[config.mk]
export PLATFORM = sky130hd
export DESIGN_NAME = apb_slave_bank
export DESIGN_NICKNAME = d
export VERILOG_FILES = /design/src/rtl/apb_pkg.sv /design/src/rtl/apb_slave_regbank.sv /design/src/rtl/apb_slave_bank.sv
export SDC_FILE = /design/constraint.sdc
export NUM_CORES = 2
export LEC_CHECK = 0
export ABC_AREA = 1
export CAP_MARGIN = 20
export CORE_UTILIZATION = 44
export DETAILED_ROUTE_END_ITERATION = 10
export PLACE_DENSITY_LB_ADDON = 0.15
export SETUP_SLACK_MARGIN = 0.05
export SLEW_MARGIN = 10
export SYNTH_ARGS = -nofsm -noshare
export SYNTH_HDL_FRONTEND = slang
export SYNTH_HIERARCHICAL = 1
export SYNTH_SLANG_ARGS = --single-unit
[constraint.sdc]
create_clock -name hclk -period 3.2 [get_ports hclk]
set_input_delay 0.64 -clock hclk [delete_from_list [all_inputs] [get_ports hclk]]
set_output_delay 0.64 -clock hclk [all_outputs]
set_load 0.01 [all_outputs]
[src/rtl/apb_pkg.sv]
// Shared FSM state type and constants for the APB slave bank.
package apb_pkg;

  typedef enum logic {StIdle, StAccess} apb_state_e;

  localparam int unsigned ByteOff = 2;
  localparam int unsigned CntW    = 4;

endpackage

[src/rtl/apb_slave_regbank.sv]
// Storage for one APB slave: DEPTH words, single write port, asynchronous read port.
module apb_slave_regbank
  import apb_pkg::*;
#(
  parameter int unsigned       DATA_W     = 32,
  parameter int unsigned       DEPTH      = 16,
  parameter logic [DATA_W-1:0] RESET_DATA = DATA_W'(25),
  parameter int unsigned       IDX_W      = $clog2(DEPTH)
) (
  input  logic              clk,
  input  logic              rst,
  input  logic              we,
  input  logic [IDX_W-1:0]  waddr,
  input  logic [DATA_W-1:0] wdata,
  input  logic [IDX_W-1:0]  raddr,
  output logic [DATA_W-1:0] rdata
);

  logic [DATA_W-1:0] mem [DEPTH];

  always_ff @(posedge clk) begin
    if (rst) begin
      for (int i = 0; i < DEPTH; i++) begin
        mem[i] <= RESET_DATA;
      end
    end else if (we) begin
      mem[waddr] <= wdata;
    end
  end

  assign rdata = mem[raddr];

endmodule

[src/rtl/apb_slave_bank.sv]
// APB bank of NSLV memory slaves with WAIT_CYC wait states per access.
// Define APB_SLVERR_EN to report out-of-range and multi-select transfers on pslverr.
module apb_slave_bank
  import apb_pkg::*;
#(
  parameter int unsigned       DATA_W     = 32,
  parameter int unsigned       ADDR_W     = 32,
  parameter int unsigned       NSLV       = 3,
  parameter int unsigned       DEPTH      = 16,
  parameter int unsigned       WAIT_CYC   = 1,
  parameter logic [DATA_W-1:0] RESET_DATA = DATA_W'(25)
) (
  input  logic              hclk,
  input  logic              hreset,
  input  logic [NSLV-1:0]   psel,
  input  logic              penable,
  input  logic              pwrite,
  input  logic [ADDR_W-1:0] paddr,
  input  logic [DATA_W-1:0] pwdata,
  output logic [DATA_W-1:0] prdata,
  output logic              pready,
  output logic              pslverr
);

  localparam int unsigned IDX_W = $clog2(DEPTH);
  localparam int unsigned SEL_W = (NSLV > 1) ? $clog2(NSLV) : 1;

  apb_state_e        state_q, state_d;
  logic [CntW-1:0]   cnt_q, cnt_d;
  logic [NSLV-1:0]   psel_q;
  logic [ADDR_W-1:0] addr_q;
  logic              write_q;
  logic              capture;
  logic              complete;
  logic              oor;
  logic              err;
  logic [SEL_W-1:0]  sel_idx;
  logic [IDX_W-1:0]  word_idx;
  logic [NSLV-1:0]   bank_we;
  logic [DATA_W-1:0] bank_rdata [NSLV];

  always_ff @(posedge hclk) begin
    if (hreset) begin
      state_q <= StIdle;
      cnt_q   <= '0;
      psel_q  <= '0;
      addr_q  <= '0;
      write_q <= 1'b0;
    end else begin
      state_q <= state_d;
      cnt_q   <= cnt_d;
      if (capture) begin
        psel_q  <= psel;
        addr_q  <= paddr;
        write_q <= pwrite;
      end
    end
  end

  always_comb begin
    state_d  = state_q;
    cnt_d    = cnt_q;
    capture  = 1'b0;
    complete = 1'b0;
    unique case (state_q)
      StIdle: begin
        if (psel != '0 && !penable) begin
          state_d = StAccess;
          cnt_d   = CntW'(WAIT_CYC);
          capture = 1'b1;
        end
      end
      StAccess: begin
        // Any deviation from the captured select, or a dropped enable, abandons the transfer.
        if (!penable || psel != psel_q) begin
          state_d = StIdle;
        end else if (cnt_q != '0) begin
          cnt_d = cnt_q - 1'b1;
        end else begin
          complete = 1'b1;
          state_d  = StIdle;
        end
      end
      default: state_d = StIdle;
    endcase
  end

  // Lowest set bit wins when more than one select is active.
  always_comb begin
    sel_idx = '0;
    for (int i = NSLV - 1; i >= 0; i--) begin
      if (psel_q[i]) begin
        sel_idx = SEL_W'(i);
      end
    end
  end

  assign word_idx = addr_q[ByteOff +: IDX_W];
  assign oor      = (addr_q >> (ByteOff + IDX_W)) != '0;

`ifdef APB_SLVERR_EN
  logic multi;
  assign multi   = (psel_q & (psel_q - 1'b1)) != '0;
  assign err     = oor | multi;
  assign pslverr = complete & err;
`else
  assign err     = oor;
  assign pslverr = 1'b0;
`endif

  assign pready = complete;
  assign prdata = (complete && !write_q && !err) ? bank_rdata[sel_idx] : '0;

  for (genvar g = 0; g < NSLV; g++) begin : g_bank
    assign bank_we[g] = complete & write_q & ~err & (sel_idx == SEL_W'(g));

    apb_slave_regbank #(
      .DATA_W     (DATA_W),
      .DEPTH      (DEPTH),
      .RESET_DATA (RESET_DATA),
      .IDX_W      (IDX_W)
    ) u_regbank (
      .clk   (hclk),
      .rst   (hreset),
      .we    (bank_we[g]),
      .waddr (word_idx),
      .wdata (pwdata),
      .raddr (word_idx),
      .rdata (bank_rdata[g])
    );
  end

endmodule

==> flow_summary.ini <==
[drt]
firstDrtPassIters = 6
vias_per_cell = 5.25
vias = 60008
routed_wl_um = 250000
drt_iter0_markers = 6526
ant_nets = 0
post-route-drc-count = 0
wl_per_cell_um = 21.9

[cts]
clockRootBuffer = clkbuf_16
cts_buffers = 175
htree_levels = 4
clk_pin_slew_ns = 0.06
clk_path_buf_depth = 3
clock_latency_ns = 0.81
cts.sink_count = 1575
cts_tree = yes

[setup_path]
start_kind = register
crit_start = addr_q[2]
r2r_slack_ns = 0.19
crit_path_max_fanout = 16
worstRegToRegCells = 14
critical_path_arrival_ns = 3.21
cp.required_ns = 2.56
crit_path_end_kind = output pin
crit_path_end = prdata[24]
critPathKind = reg2out
r2r_start = psel_q[2]
timing.rr.end = g_bank[0].u_regbank/mem[0][22]

[power_and_ir_drop]
power-per-cell-area_nw_per_um2 = 551
fin_total_pwr_mw = 50.7
power.leakage_nw = 40.7
peakVddDrop_mv = 0.590

[layout]
areaGrowthSynthToFinish_pct = 20.7
post-route-util_pct = 53.5
final_cells = 11439
final_cell_mix = 2137 x nand2_1, 1536 x edfxtp_1, 1484 x nor2_1
fin_area_um2 = 92000
final_net_count = 9056
drive_gt1_share_pct = 14.5
final_common_cell = nand2_1

[timing]
setup_violations = 32
tightest_slew_ns = 0.815
fin_crit_sh_pct = 120
rsz0062_at_grt = true
drv_slew = 0
skew_ns = 0.0263
hold_viol_final = 0
maxSlewHeadroom_pct = 45.5
fmax_ghz = 0.259
layout_setup_ws_ns = -0.654
fin_crit_ns = 3.85

[floorplanning]
coreArea_um2 = 172000
die-area_um2 = 175000
ios = 105
initial_core_util_pct = 44.3
rows = 152
die_w_um = 418
die_height_um = 418

[place]
place_congestion = 0.883
dp_cells = 11059
dp_hpwl_um = 156000
portBuffers = 101
placed_area_um2 = 84000

[global_route]
grt_max_degree = 46
grt_overflow = 0
track_usage_pct = 28.4
grt_pass1_vias = 56746
grt_pass1_wl_um = 366000
antenna_found_initial = 7

[synth]
ys_ff_latch = 1575
ys_warn_count = 6
syn_nets = 8752
syn_avg_cell_area_um2 = 8.78
synthCells = 8680
ys_seq_area_share_pct = 61.5
ys_types = 28
syn-cell-area_um2 = 76200

[min_path]
holdCritPathClass = in2reg
min_from = paddr[15]

[run]
maxCapViolations = 0

[outcome]
status = complete, but fails checks
violations = negative setup slack
[report_power, final]
part / internal [mW] / switching (mW) / leakage (nW)
registers: 23.2 / 0.192 / 15.7
logic: 2.78 / 5.10 / 22.4
clock network: 11.0 / 8.38 / 2.65
total: 37.0 / 13.7 / 40.7
[metrics by stage]
| stage | setup WS, ns | hold WS (ns) | TNS, ns |
|---|---|---|---|
| floorplan | 0.0621 | 0.447 | 0 |
| global placement | -0.726 | 0.465 | -674.34 |
| detailed placement | -0.766 | 0.472 | -798.73 |
| CTS | -0.747 | 0.406 | -19.77 |
| global route | -0.756 | 0.445 | -21.64 |
| finish | -0.654 | 0.452 | -18.08 |
[synthesized netlist by cell type]
master,instances,area (um^2)
nand3_1,1229,6150
nand2_2,5,31.3
a21oi_1,7,35.0
nand2_4,1,11.3
nor2_2,41,257
buf_1,61,229
buf_6,35,394
edfxtp_1,1536,46100
a21o_1,1,7.51
nor2_1,1484,5570
nand2_1,2262,8490
nand3b_1,1,7.51
o21ai_0,39,195
dfxtp_1,39,781
inv_2,70,263
inv_1,1284,4820
ha_1,1,12.5
o21ai_1,27,135
conb_1,1,3.75
nand4_1,1,6.26
xnor2_1,1,8.76
buf_4,11,82.6
buf_2,281,1410
nand3_2,4,40.0
nor2_4,13,146
nor3_1,29,145
clkbuf_1,203,762
nor3_2,13,130
[kinds of logic (layout without fill, tap and decap cells)]
family | count (synthesis) | count (layout) | synth area share (%)
AND/OR/NAND/NOR | 5083 | 5083 | 27.5
buffers and inverters | 1945 | 2390 | 10.4
flip-flops | 1575 | 1575 | 61.5
AO/OA/AOI/OAI | 74 | 74 | 0.489
adder cells (fa/ha/maj) | 1 | 1 | 0.0164
other | 1 | 5 | 0.00492
XOR/XNOR | 1 | 1 | 0.0115
[registers in the layout, summed over array words and instances, names as in the netlist]
name and flops:
g_bank.u_regbank/mem 1536, state_q 1, psel_q 3, cnt_q 4
addr_q 30, write_q 1
[critical path, stage by stage (launching register included)]
cell,delay [ns]
dfxtp_4,0.37
buf_4,0.15
buf_16,0.16
buf_8,0.17
buf_6,0.12
buf_16,0.15
nand2_1,0.07
nand3_1,0.09
nand3_2,0.10
nand3_2,0.11
nand2_4,0.12
nand2_2,0.09
nand3_4,0.13
o21ai_2,0.07
nor3_2,0.27
buf_2,0.18
[worst min-delay path by stage]
stage | end | slack, ns | depth (start not counted)
after floorplan | cnt_q[1] | 0.45 | 2
after global placement | addr_q[18] | 0.46 | 2
after detailed placement | addr_q[28] | 0.47 | 2
after CTS | addr_q[15] | 0.41 | 3
after global routing | addr_q[6] | 0.45 | 3
final | addr_q[15] | 0.45 | 3
[area by class of cell]
| class | count | area, um^2 |
|---|---|---|
| timing repair inverter | 1 | 8.76 |
| clock buffer | 227 | 4680 |
| clock inverter | 91 | 764 |
| tap | 2310 | 2890 |
| inverter | 1354 | 5150 |
| fill | 15490 | 79900 |
| antenna | 4 | 10.0 |
| timing repair buffer | 717 | 8810 |
| multi-input combinational | 5160 | 22800 |
| sequential | 1575 | 46900 |
[per-layer routing]
metal	vias up	routed length, um	GRT usage [%]
met5	-	33	0
met4	6	11400	12.4
met3	466	21400	4.63
met2	2500	113000	44.0
met1	29131	104000	39.2
li1	27905	-	-
[what timing repair did]
| action | 4_1_cts | 5_1_grt |
|---|---|---|
| hold buffers | 0 | 0 |
| endpoints found under the setup margin | 926 | 239 |
| resized for setup | 385 | 137 |
| cloned | 19 | 5 |
| pin swaps | 55 | 69 |
| setup buffers | 24 | 11 |
(Power assumes the default switching activity.)
